## src/rtl/pipe_hazard_ctrl_pkg.sv

```systemverilog
// Shared definitions for the IF/ID/EX hazard controller: RV32I opcodes,
// FSM state encoding and the register-usage decode helpers.
package pipe_hazard_ctrl_pkg;

  localparam logic [6:0] OP_LUI   = 7'b0110111;
  localparam logic [6:0] OP_AUIPC = 7'b0010111;
  localparam logic [6:0] OP_JAL   = 7'b1101111;
  localparam logic [6:0] OP_JALR  = 7'b1100111;
  localparam logic [6:0] OP_BRA   = 7'b1100011;
  localparam logic [6:0] OP_LOAD  = 7'b0000011;
  localparam logic [6:0] OP_STORE = 7'b0100011;
  localparam logic [6:0] OP_ALUI  = 7'b0010011;
  localparam logic [6:0] OP_OP    = 7'b0110011;

  typedef enum logic [1:0] {
    ST_RUN     = 2'b00,
    ST_FLUSH   = 2'b01,
    ST_MEMWAIT = 2'b10
  } state_e;

  function automatic logic uses_rs1(input logic [6:0] op);
    case (op)
      OP_JALR, OP_LOAD, OP_ALUI, OP_BRA, OP_STORE, OP_OP: uses_rs1 = 1'b1;
      OP_LUI, OP_AUIPC, OP_JAL:                            uses_rs1 = 1'b0;
      default:                                             uses_rs1 = 1'b0;
    endcase
  endfunction

  function automatic logic uses_rs2(input logic [6:0] op);
    case (op)
      OP_BRA, OP_STORE, OP_OP: uses_rs2 = 1'b1;
      default:                 uses_rs2 = 1'b0;
    endcase
  endfunction

endpackage

```

## src/rtl/pipe_hazard_ctrl_reg_hazard_cmp.sv

```systemverilog
// Matches one destination register against the source registers actually
// read by the decode-stage instruction; x0 never matches.
module reg_hazard_cmp
  import pipe_hazard_ctrl_pkg::*;
(
  input  logic [6:0] i_opcode,
  input  logic [4:0] i_rs1,
  input  logic [4:0] i_rs2,
  input  logic [4:0] i_dst,
  input  logic       i_en,
  output logic       o_hit_rs1,
  output logic       o_hit_rs2
);

  logic w_dst_live;

  assign w_dst_live = i_en && (i_dst != 5'd0);
  assign o_hit_rs1  = w_dst_live && uses_rs1(i_opcode) && (i_dst == i_rs1);
  assign o_hit_rs2  = w_dst_live && uses_rs2(i_opcode) && (i_dst == i_rs2);

endmodule

```

## src/rtl/pipe_hazard_ctrl.sv

```systemverilog
// Hazard controller for the IF/ID/EX front end: branch flush, data-memory
// freeze and load-use bubble in one FSM, plus the WB-to-decode bypass selects.
module pipe_hazard_ctrl
  import pipe_hazard_ctrl_pkg::*;
#(
  parameter int FLUSH_CYC   = 2,
  parameter int MEM_TIMEOUT = 255
) (
  input  logic        clk,
  input  logic        rst,
  input  logic [31:0] id_instr,
  input  logic [4:0]  ex_wreg,
  input  logic        ex_memread,
  input  logic [4:0]  wb_wreg,
  input  logic        wb_regwrite,
  input  logic        branch_taken,
  input  logic        dmem_busy,
  output logic        pc_keep,
  output logic        if_keep,
  output logic        if_flush,
  output logic        keep,
  output logic        nop,
  output logic [1:0]  ID_EX_write,
  output logic        mem_err,
  output logic [15:0] stall_cnt
);

  localparam logic [7:0] FLUSH_INIT = 8'(FLUSH_CYC);
  localparam logic [7:0] FLUSH_RUN  = 8'(FLUSH_CYC - 1);
  localparam logic [7:0] TIMEOUT    = 8'(MEM_TIMEOUT);

  state_e      r_state, w_state_nxt;
  logic [7:0]  r_fcnt, w_fcnt_nxt;
  logic [7:0]  r_wcnt, w_wcnt_nxt;
  logic        r_pend_br, w_pend_nxt;
  logic        r_mem_err, w_mem_err_nxt;
  logic [15:0] r_stall_cnt;

  logic w_ex_hit1, w_ex_hit2, w_wb_hit1, w_wb_hit2;
  logic w_ldu, w_pend_any;
  logic w_pc_keep, w_if_keep, w_if_flush, w_keep, w_nop;
  logic w_unused_instr;

  assign w_unused_instr = ^{id_instr[31:25], id_instr[14:7]};

  reg_hazard_cmp u_ex_cmp (
    .i_opcode  (id_instr[6:0]),
    .i_rs1     (id_instr[19:15]),
    .i_rs2     (id_instr[24:20]),
    .i_dst     (ex_wreg),
    .i_en      (ex_memread),
    .o_hit_rs1 (w_ex_hit1),
    .o_hit_rs2 (w_ex_hit2)
  );

  reg_hazard_cmp u_wb_cmp (
    .i_opcode  (id_instr[6:0]),
    .i_rs1     (id_instr[19:15]),
    .i_rs2     (id_instr[24:20]),
    .i_dst     (wb_wreg),
    .i_en      (wb_regwrite),
    .o_hit_rs1 (w_wb_hit1),
    .o_hit_rs2 (w_wb_hit2)
  );

  assign w_ldu      = w_ex_hit1 || w_ex_hit2;
  assign w_pend_any = r_pend_br || branch_taken;

  always_comb begin
    w_state_nxt   = r_state;
    w_fcnt_nxt    = r_fcnt;
    w_wcnt_nxt    = r_wcnt;
    w_pend_nxt    = r_pend_br;
    w_mem_err_nxt = r_mem_err;
    w_pc_keep     = 1'b0;
    w_if_keep     = 1'b0;
    w_if_flush    = 1'b0;
    w_keep        = 1'b0;
    w_nop         = 1'b0;
    case (r_state)
      ST_RUN: begin
        if (branch_taken) begin
          w_if_flush = 1'b1;
          w_nop      = 1'b1;
          if (FLUSH_CYC > 1) begin
            w_state_nxt = ST_FLUSH;
            w_fcnt_nxt  = FLUSH_RUN;
          end
        end else if (dmem_busy) begin
          w_pc_keep   = 1'b1;
          w_if_keep   = 1'b1;
          w_keep      = 1'b1;
          w_state_nxt = ST_MEMWAIT;
          w_wcnt_nxt  = 8'd1;
          w_pend_nxt  = 1'b0;
        end else if (w_ldu) begin
          w_pc_keep = 1'b1;
          w_if_keep = 1'b1;
          w_nop     = 1'b1;
        end
      end
      ST_FLUSH: begin
        w_if_flush = 1'b1;
        w_nop      = 1'b1;
        w_fcnt_nxt = r_fcnt - 8'd1;
        if (r_fcnt <= 8'd1) begin
          w_state_nxt = ST_RUN;
        end
      end
      ST_MEMWAIT: begin
        // A branch resolved during the freeze is replayed as a full flush on exit.
        if (dmem_busy) begin
          w_pc_keep = 1'b1;
          w_if_keep = 1'b1;
          w_keep    = 1'b1;
        end
        if (dmem_busy && (r_wcnt < TIMEOUT)) begin
          w_wcnt_nxt = r_wcnt + 8'd1;
          w_pend_nxt = w_pend_any;
        end else begin
          w_wcnt_nxt = 8'd0;
          w_pend_nxt = 1'b0;
          if (dmem_busy) begin
            w_mem_err_nxt = 1'b1;
          end
          if (w_pend_any) begin
            w_state_nxt = ST_FLUSH;
            w_fcnt_nxt  = FLUSH_INIT;
          end else begin
            w_state_nxt = ST_RUN;
          end
        end
      end
      default: begin
        w_state_nxt = ST_RUN;
      end
    endcase
  end

  always_ff @(posedge clk or negedge rst) begin
    if (!rst) begin
      r_state     <= ST_RUN;
      r_fcnt      <= 8'd0;
      r_wcnt      <= 8'd0;
      r_pend_br   <= 1'b0;
      r_mem_err   <= 1'b0;
      r_stall_cnt <= 16'd0;
    end else begin
      r_state   <= w_state_nxt;
      r_fcnt    <= w_fcnt_nxt;
      r_wcnt    <= w_wcnt_nxt;
      r_pend_br <= w_pend_nxt;
      r_mem_err <= w_mem_err_nxt;
      if (w_pc_keep && (r_stall_cnt != 16'hFFFF)) begin
        r_stall_cnt <= r_stall_cnt + 16'd1;
      end
    end
  end

  // Reset forces every output low even though the controls are combinational.
  assign pc_keep     = rst && w_pc_keep;
  assign if_keep     = rst && w_if_keep;
  assign if_flush    = rst && w_if_flush;
  assign keep        = rst && w_keep;
  assign nop         = rst && w_nop;
  assign ID_EX_write = rst ? {w_wb_hit1, w_wb_hit2} : 2'b00;
  assign mem_err     = r_mem_err;
  assign stall_cnt   = r_stall_cnt;

  a_nop_keep_excl: assert property (@(posedge clk) disable iff (!rst) !(nop && keep));

endmodule

```

## config.mk

```make
export PLATFORM = sky130hd
export DESIGN_NAME = pipe_hazard_ctrl
export DESIGN_NICKNAME = d
export VERILOG_FILES = /design/src/rtl/pipe_hazard_ctrl_pkg.sv /design/src/rtl/pipe_hazard_ctrl_reg_hazard_cmp.sv /design/src/rtl/pipe_hazard_ctrl.sv
export SDC_FILE = /design/constraint.sdc
export NUM_CORES = 1
export LEC_CHECK = 0
export ABC_CLOCK_PERIOD_IN_PS = 3650
export CAP_MARGIN = 20
export CORE_UTILIZATION = 40
export DETAILED_ROUTE_END_ITERATION = 8
export DONT_BUFFER_PORTS = 1
export HOLD_SLACK_MARGIN = 0.06
export SLEW_MARGIN = 25
export SYNTH_ARGS = -nofsm -noshare
export SYNTH_HDL_FRONTEND = slang
export SYNTH_HIERARCHICAL = 1
export SYNTH_SLANG_ARGS = --single-unit
export TNS_END_PERCENT = 5
```

## constraint.sdc

```tcl
create_clock -name clk -period 3.65 [get_ports clk]
set_clock_uncertainty 0.05 [all_clocks]
set_input_delay 1.095 -clock clk [delete_from_list [all_inputs] [get_ports clk]]
set_output_delay 1.095 -clock clk [all_outputs]
set_load 0.01 [all_outputs]
```

==> results.md, run 1 <==
- The worst-case vdd ir drop is 0.3157 mV.
- The netlist uses 43 different library cells.
- Routability-driven placement finished with a final weighted congestion of between 0.8 and 0.9.
- The first detailed-routing pass took 4 iterations.
- Broken down by cell family, the worst path's largest delay share belongs to simple AND/OR/NAND/NOR gates.
- The worst register-to-register path has a depth of 7.
- The number of filler instances in the final layout is 555.
- The final non-filler cell total is between 300 and 400.
- The final route contains 1854 vias.
- At the end of the flow the core is filled with cells to between 40% and 50%.
- Cells with a size suffix above 1 make up around a tenth of the layout.
- The effective utilization at floorplan is a little over two fifths.
- Setup violations remaining at the end of the flow were counted as 0.
- For this run, the number of Yosys warnings is 6.
- The cell taking the most area after synthesis is sky130_fd_sc_hd__dfrtp_1.
- The routed design has 4801 µm of wire.
- Among all stages on the critical path, the largest delay is contributed by sky130_fd_sc_hd__or4_1.
- The transition time of the tightest slew-check pin is about 0.61 ns.
- The worst register-to-register path begins at r_state[0].
- The number of storage elements in the synthesis netlist is 36.
- The mean routed wirelength per cell is approximately 14 µm.
- In the global route stage, overall resource usage came out at between 10% and 20%.
- The overall power of the completed layout is about 1.5 mW.
- The number of enable flip-flop cells after synthesis is 0.
- Synthesis produced around 260 cells.
- The number of global-route vias before repair is 1864.
- The largest net degree at the start of global routing is 41.
- The worst flop-to-flop path endpoint is r_fcnt[5].
- The clock tree from TritonCTS is built.
- The first global-routing pass estimated approximately 8400 µm of wire.
- The kind of capture point of the worst setup path is an output port.
- The maximum fanout along the worst path is 3.
- STA classifies the critical path startpoint as a primary input.
- In the final layout, flip-flops and latches occupy around 900 µm².
- Counting both buffers and inverters, the worst setup path holds a total of 1.
- The total clock buffers created by CTS is 5.
- The area of the core is 0.005574 mm².
- After the last flow step, the layout net total stands at between 300 and 400.
- The sequential cell area fraction in the yosys report is 38.50%.
- The final-layout setup total negative slack is 0 ns.
- Synthesis produced a netlist with a net count of about 320.
- The length of routed wiring on met1 is roughly 2300 µm.
- By count the netlist is led by sky130_fd_sc_hd__dfrtp_1 (36), sky130_fd_sc_hd__nor2_1 (21), sky130_fd_sc_hd__nand2_1 (20), sky130_fd_sc_hd__xnor2_1 (20), sky130_fd_sc_hd__o21ai_0 (16).
- The sum of overflow across all layers after global routing is 0.
- The tree built by TritonCTS fans out to 36 sinks.
- STA puts the critical path data arrival time at 2.37 ns.
- The overall die height is about 78 µm.
- The routed design uses 2257 µm of met2 wire.
- By instance count, the leading cell after synthesis is sky130_fd_sc_hd__dfrtp_1.
- The leakage power of the design is approximately 1.0 nW.
- The setup check on the worst reg-to-reg path leaves a slack of between 1 and 1.5 ns.
- The detailed router finished its first iteration with 77 violations.
- The number of hold buffers added after CTS was 0.
- After clock tree synthesis, the clock-pin slew on the worst setup and hold paths is 0.08 ns.
- The number of H-tree branching levels is 2.
- The longest individual stage delay on the worst path is between 0.5 and 0.6 ns.
- The clock tree root buffer cell is sky130_fd_sc_hd__clkbuf_8.
- Across the run, the number of max-cap violations was 0.
- The ratio of final minimum period to clock period is between 90% and 100%.
- Detailed placement ended at an HPWL of around 3600 µm.
- The cell that appears most often on the critical path is sky130_fd_sc_hd__nor2_2.
- The class of the most critical hold timing path is primary input to asynchronous set/reset pin.
- The number of antenna violations at the first check in global routing is 0.
- Headroom to the max-slew limit came out at about three fifths.
- The count of input and output buffers is 0.
- After detailed routing, the number of remaining DRC violations is 0.
- In the detailed route, the total length drawn on met3 is 234 µm.
- The via count normalized by instance count is approximately 5.5.
- 0 antenna diodes ended up in the layout.
- For the finished layout, the period the worst path requires is 3.514 ns.
- The number of max-slew violations in the final report is 0.
- In the synthesized netlist the async set-or-reset flop fraction comes to 100.0%.
- The tightest hold path in the finished design has a slack of between 0.4 and 0.5 ns.
- At the later pin of the worst-skew pair, clock insertion delay measures ~0.29 ns.
- Dividing total power by cell area gives a power density of 591.4 mW/mm².
- The number of hold violations in the final report is 0.
- The area of the die is 0.006159 mm².
- The number of placed I/O pins is 72.
- The primary flip-flop cell chosen by synthesis mapping is sky130_fd_sc_hd__dfrtp_1.
- The signal on the critical path passes through or4_1 -> o21ai_2 -> nor2_1 -> nor2_2 -> nor2_2 -> nor2_2 -> nor2_1 -> buf_4.
- Timing would allow up to ~0.28 GHz.
- The flow ran to the end, and the final reports show no timing, DRC or antenna violations.
- Summing all multi-input logic gate instances after layout gives 0.001386 mm².
- Relative to the synthesized area, the layout overhead comes to 8.930%.
- Counting buffers and inverters, the worst setup path is 8 cells deep.
- The type of the setup path with the least slack is primary input to output port.
- The x dimension of the die is about 80 µm.
- The count of nets left with antenna violations once routing finished came out at 0.
- The detailed router used layers up to and including met4.
- The total instance count after detailed placement is 328.
- In the post-synthesis netlist, the biggest area contributors are sky130_fd_sc_hd__dfrtp_1 (39%), sky130_fd_sc_hd__xnor2_1 (7.5%), sky130_fd_sc_hd__xor2_1 (5.6%), sky130_fd_sc_hd__ha_1 (4.3%), sky130_fd_sc_hd__o21ai_0 (3.4%).
- Of the post-synthesis cell area, the dominant cell type holds between 30% and 40%.
- In this run the core area contains 27 standard-cell rows.
- The maximum buffer depth of the clock tree is 2.
- The data required time of the critical path is between 2 and 3 ns.
- The cell area after technology mapping is roughly 0.0023 mm².
- Averaged over all synthesized cells, the footprint is approximately 8.9 µm².
## layer usage
| layer | up-vias | track usage, % |
|---|---|---|
| met3 | 6 | 5.233 |
| met4 | 0 | 5.741 |
| met5 | - | 0 |
| li1 | 938 | - |
| met2 | 38 | 27.89 |
| met1 | 872 | 21.38 |
## how the worst max path moves through the flow
stage | from | endpoint
after detailed placement | id_instr[3] | if_keep
after global placement | id_instr[3] | if_keep
after floorplan | id_instr[3] | pc_keep
final | ex_wreg[1] | if_keep
after CTS | id_instr[3] | if_keep
after global routing | id_instr[3] | pc_keep
## layout make-up
class | instances | share of cell area (%)
Multi-Input combinational cell | 207 | 54.39
Sequential cell | 36 | 35.35
Inverter | 10 | 1.473
Tap cell | 72 | 3.535
Timing Repair Buffer | 3 | 0.8837
Clock buffer | 5 | 2.700
Clock inverter | 3 | 1.669
## state kept, by name (all words and copies together) (netlist names)
register   count
r_state        2
stall_cnt     16
r_wcnt         8
r_pend_br      1
mem_err        1
r_fcnt         8
## through the flow
step | cell area [µm²] | worst slack (ns)
floorplan | 2340 | 0.04380
global placement | 2414 | 0.01888
detailed placement | 2414 | 0.05570
CTS | 2525 | 0.04227
global route | 2549 | -0.02084
finish | 2549 | 0.1356
## cell families after synthesis
| group | Yosys count | synth area share (%) |
|---|---|---|
| buf+inv | 19 | 3.262 |
| simple gates | 102 | 22.89 |
| flops | 36 | 38.50 |
| fa+ha+maj | 8 | 4.278 |
| xor+xnor | 35 | 13.10 |
| mux | 5 | 2.299 |
| compound gates | 57 | 15.67 |
## worst reg2reg max path: cells and delay by family (launching register included)
family          cells  cell delay, ns
compound gates      1            0.20
fa+ha+maj           1            0.33
buf+inv             1            0.10
flops               1            0.40
simple gates        4            1.39
## repair_timing
item,4_1_cts,5_1_grt
endpoints found under the setup margin,0,3
gates resized for setup,0,8
setup buffers,0,0
## power by group
part           internal [mW]  switching [mW]  total [mW]
clock                  0.202           0.153       0.355
combinational          0.239           0.325       0.565
sequential             0.481           0.106       0.588
## cell usage in the layout, fill, tap and decap left out, drive strengths merged, types with 3 or more instances in the layout
master | synthesis | layout
a21oi | 13 | 13
a31oi | 3 | 3
and2 | 4 | 4
and3 | 4 | 4
buf | 2 | 3
clkbuf | 7 | 5
dfrtp | 36 | 36
ha | 8 | 8
inv | 10 | 10
mux2 | 3 | 3
nand2 | 20 | 20
nand2b | 5 | 5
nand3 | 14 | 14
nand4 | 11 | 11
nand4b | 4 | 4
nor2 | 21 | 21
nor2b | 4 | 4
nor3 | 4 | 4
nor4 | 5 | 5
o21ai | 18 | 18
o21bai | 3 | 3
o31ai | 6 | 6
or4 | 3 | 3
xnor2 | 20 | 20
xor2 | 15 | 15
Note: power is estimated with default switching activity, not from simulation.
==> inputs of run 2 (changes only) <==
--- a/config.mk
+++ b/config.mk
@@ -5,13 +5,14 @@
 export SDC_FILE = /design/constraint.sdc
 export NUM_CORES = 1
 export LEC_CHECK = 0
+export ABC_AREA = 1
 export ABC_CLOCK_PERIOD_IN_PS = 3650
 export CAP_MARGIN = 20
 export CORE_UTILIZATION = 40
+export CTS_BUF_LIST = sky130_fd_sc_hd__clkbuf_8
 export DETAILED_ROUTE_END_ITERATION = 8
 export DONT_BUFFER_PORTS = 1
 export HOLD_SLACK_MARGIN = 0.06
-export SLEW_MARGIN = 25
 export SYNTH_ARGS = -nofsm -noshare
 export SYNTH_HDL_FRONTEND = slang
 export SYNTH_HIERARCHICAL = 1
==> run 2 against run 1 <==
Against the previous run:
- die area is 21% higher
- design area is 20% higher
- register-to-register slack better by 0.58 ns
- fmax is 1.4% higher
- sequential power is 2% lower
- critical endpoint is now pc_keep
- wire length is 31% higher
- global-route usage is 1.3 points higher
- largest power group is now combinational cells
- critical path type unchanged
- sequential share of layout area is 5.8 points lower
==> results.md, run 2 <==
- The total clock buffers created by CTS was 5 (unchanged).
- The clock transition at the register clock pins on the worst setup and hold paths after CTS is 0.08 ns (about the same).
- The number of nets still failing antenna checks after routing is 0 (unchanged).
- By count the netlist is led by sky130_fd_sc_hd__nand2_1 (173), sky130_fd_sc_hd__inv_1 (62), sky130_fd_sc_hd__nor2_1 (57).
- The number of maximum-capacitance constraint violations is 0 (unchanged).
- The final count of negative-setup-slack endpoints was 0 (unchanged).
- The startpoint identified for the worst register-to-register timing path is r_state[0].
- The count of input and output buffers is 0 (unchanged).
- The cell area after technology mapping came to 0.002853 mm² (+22%).
- The leakage power of the design was 1.573 nW (+50%).
- The synthesized netlist net count was 506 (+59%).
- The via count normalized by instance count is 4.693 (-15%).
- The maximum buffer depth of the clock tree is 2 (unchanged).
- The number of remaining DRC errors is 0 (unchanged).
- The data required time of the critical path is 2.50 ns (about the same).
- The count of distinct cell types in the synthesized netlist came to 29 (-33%).
- The growth of design area from synthesis to finish is 6.974%.
- The effective utilization at floorplan was 41.76% (-0.22 points).
- The most frequent standard cell in the layout excluding fill and tap cells is sky130_fd_sc_hd__nand2_1.
- In the post-synthesis netlist, the cell with the most instances is sky130_fd_sc_hd__nand2_1.
- The DRC marker count from the first detailed-route iteration is 79 (+2.6%).
- The area of combinational cells with multiple inputs is 0.001657 mm² (+19%).
- The worst slew slack as a fraction of its limit is 54.83% (-4.4 points).
- The flow ran to the end, and the final reports show no timing, DRC or antenna violations.
- The peak clock frequency supported by timing is 0.2887 GHz (+1.4%).
- The TritonCTS sink count came to 36 (unchanged).
- The area of the core is 0.006832 mm² (+23%).
- The number of filler instances in the final layout was 762 (+37%).
- The overall die height is 86.45 µm (+10%).
- The worst flop-to-flop path endpoint is stall_cnt[11].
- The slowest stage of the critical path belongs to the cell sky130_fd_sc_hd__o21ai_0.
- The number of max-slew violations in the final report was 0 (unchanged).
- The count of TritonRoute iterations in the first routing pass came to 4 (unchanged).
- The storage element area is 900.9 µm² (unchanged).
- The overall via count from detail_route is 2586 (+39%).
- The post-route cell area is 0.003052 mm² (+20%).
- TritonCTS built the clock tree.
- The synthesized netlist cell count is 450 (+72%).
- After synthesis, the cell types taking the most area are sky130_fd_sc_hd__dfrtp_1 (32%), sky130_fd_sc_hd__nand2_1 (23%), sky130_fd_sc_hd__inv_1 (8.2%), sky130_fd_sc_hd__nor2_1 (7.5%), sky130_fd_sc_hd__xnor2_1 (5.5%).
- The number of H-tree branching levels is 2 (unchanged).
- The detailed-placement wirelength estimate is 4875 µm (+36%).
- The path class of the tightest hold or removal check is primary input to asynchronous set/reset pin.
- The number of antenna violations at the first check in global routing is 0 (unchanged).
- The wire length of the first global-routing pass is 10990 µm (+32%).
- The number of placed I/O pins is 72 (unchanged).
- The last weighted congestion value of the routability-driven placer is 0.8412 (+2.1%).
- The number of storage elements in the synthesis netlist is 36 (unchanged).
- The number of antenna cells inserted came to 0 (unchanged).
- The signal on the critical path passes through inv_1 -> nand4_1 -> o21ai_0 -> nor2_1 -> nor2_1 -> nor2_1 -> nor2_1 -> nor2_1 -> buf_4.
- The transition time of the tightest slew-check pin was 0.6775 ns (+0.07185 ns).
- The maximum fanout along the worst path was 3 (unchanged).
- The placement row count is 30 (+11%).
- The number of cells on the worst reg-to-reg path was 8 (+1).
- The share of synthesized registers carrying an async set or reset came to 100.0% (unchanged).
- Setup repair after global routing left no endpoint under its margin.
- The register-to-register setup slack was 1.70 ns (+0.58 ns).
- The worst-case vdd ir drop is 0.2760 mV (-13%).
- The number of enable flip-flop cells after synthesis is 0 (unchanged).
- The number of nets in the final layout is 510 (+60%).
- The power density over the cells came to 516.8 mW/mm² (-13%).
- The minimum period implied by the final worst setup slack is 3.464 ns (-0.05013 ns).
- The share of cells above drive strength 1 is 7.692% (-2.5 points).
- The number of global-route vias before repair is 2479 (+33%).
- The sequential cell area fraction in the yosys report is 31.58% (-6.9 points).
- The overall power of the completed layout was 1.577 mW (+4.6%).
- The average size of a mapped cell is 6.339 µm² (-29%).
- The clock latency reported for the late side of the worst-skew pair came to 0.29 ns (about the same).
- The hold buffer count at cts is 0 (unchanged).
- The total of warnings raised by yosys is 6 (unchanged).
- The primary flip-flop cell chosen by synthesis mapping is sky130_fd_sc_hd__dfrtp_1.
- The largest net degree at the start of global routing came to 40 (-2.4%).
- The ratio of final minimum period to clock period is 94.91% (-1.4 points).
- The mean routed wirelength per cell came to 11.44 µm (-20%).
- The post-place instance area is 0.002944 mm² (+22%).
- In the layout the commonest cells are sky130_fd_sc_hd__nand2_1 (173), sky130_fd_sc_hd__inv_1 (63), sky130_fd_sc_hd__nor2_1 (57).
- The sum of overflow across all layers after global routing is 0 (unchanged).
- The wire length after detailed routing is 6302 µm (+31%).
- The longest individual stage delay on the worst path is 0.25 ns (-0.28 ns).
- The final-layout setup total negative slack was 0 ns (unchanged).
- The worst setup path is launched from a primary input.
- STA classifies the critical path endpoint as an output port.
- The tree is rooted in a sky130_fd_sc_hd__clkbuf_8.
- The cell taking the most area after synthesis is sky130_fd_sc_hd__dfrtp_1.
- The number of setup buffers added after CTS was 0 (unchanged).
- The number of flip-flops in the largest register is 16 (unchanged).
- The global-route total usage across every layer is 18.38% (+1.3 points).
- The proportion of netlist area held by the largest area contributor is 31.58% (-6.9 points).
- By startpoint and endpoint, the worst setup path is classified as primary input to output port.
- The area of the die came to 0.007474 mm² (+21%).
- The worst endpoint data arrival time came to 2.32 ns (-0.05 ns).
- The post-cts sizing count is 0 (unchanged).
- Counting stages on the worst path, the most repeated cell is sky130_fd_sc_hd__nor2_1.
- The x dimension of the die was 86.45 µm (+10%).
- The number of hold violations in the final report is 0 (unchanged).
run 2: cell types whose count changed in the layout (fill, tap and decap cells not counted), moves of 7 or more:
cell                      change
sky130_fd_sc_hd__xor2_1      -11
sky130_fd_sc_hd__nand2_2     +11
sky130_fd_sc_hd__nor2_1      +40
sky130_fd_sc_hd__a21oi_1      -7
sky130_fd_sc_hd__nand2_1    +153
sky130_fd_sc_hd__inv_1       +53
sky130_fd_sc_hd__nand3_1     +10
run 2: logic make-up (layout without fill, tap and decap cells):
| group | Yosys count | count (layout) | share of synthesized area (%) |
|---|---|---|---|
| AND/OR/NAND/NOR | 285 | 285 | 42.63 |
| buffers and inverters | 72 | 77 | 10.35 |
| flip-flops | 36 | 36 | 31.58 |
| AO/OA/AOI/OAI | 27 | 27 | 5.175 |
| XOR/XNOR | 22 | 22 | 6.754 |
| adder cells (fa/ha/maj) | 8 | 8 | 3.509 |
run 2: stage by stage:
step | utilization, % | worst slack [ns] | std cells | hold WS, ns
finish | 44.67 | 0.1858 | 551 | 0.4422
global route | 44.67 | 0.006843 | 551 | 0.4293
CTS | 44.67 | 0.1811 | 551 | 0.4307
detailed placement | 43.10 | 0.1878 | 543 | 0.4350
global placement | 43.10 | 0.2380 | 543 | 0.4242
floorplan | - | 0.3924 | 450 | 0.4030
run 2: worst max-delay path by stage:
| stage | start | cells past startpoint | endpoint | slack, ns |
|---|---|---|---|---|
| finish | ex_wreg[3] | 9 | pc_keep | 0.19 |
| global route | ex_wreg[3] | 9 | pc_keep | 0.007 |
| CTS | ex_wreg[3] | 9 | pc_keep | 0.18 |
| detailed placement | ex_wreg[3] | 9 | pc_keep | 0.19 |
| global placement | ex_wreg[3] | 9 | pc_keep | 0.24 |
| floorplan | id_instr[3] | 10 | pc_keep | 0.39 |
run 2: where the power goes:
part           switching (mW)  internal (mW)  leakage, nW  total (mW)
combinational           0.419          0.232         1.03       0.651
clock                   0.149          0.200       0.0593       0.349
sequential              0.103          0.475        0.487       0.578
total                   0.670          0.907         1.57        1.58
run 2: area by class of cell:
class	count	area share (%)
Clock inverter	3	1.271
Multi-Input combinational cell	342	54.28
Timing Repair Buffer	2	0.4920
Sequential cell	36	29.52
Clock buffer	5	2.255
Inverter	67	8.241
Tap cell	96	3.936
run 2: worst max-delay path, delay by kind of cell:
family | cells | cell delay (ns)
simple gates | 6 | 0.75
buf+inv | 2 | 0.23
compound gates | 1 | 0.25
run 2: layer usage:
| layer | global-route usage, % | routed length (µm) |
|---|---|---|
| met5 | 0 | 0 |
| met3 | 4.762 | 419 |
| met4 | 4.091 | 61 |
| met1 | 25.18 | 3070 |
| met2 | 29.15 | 2751 |
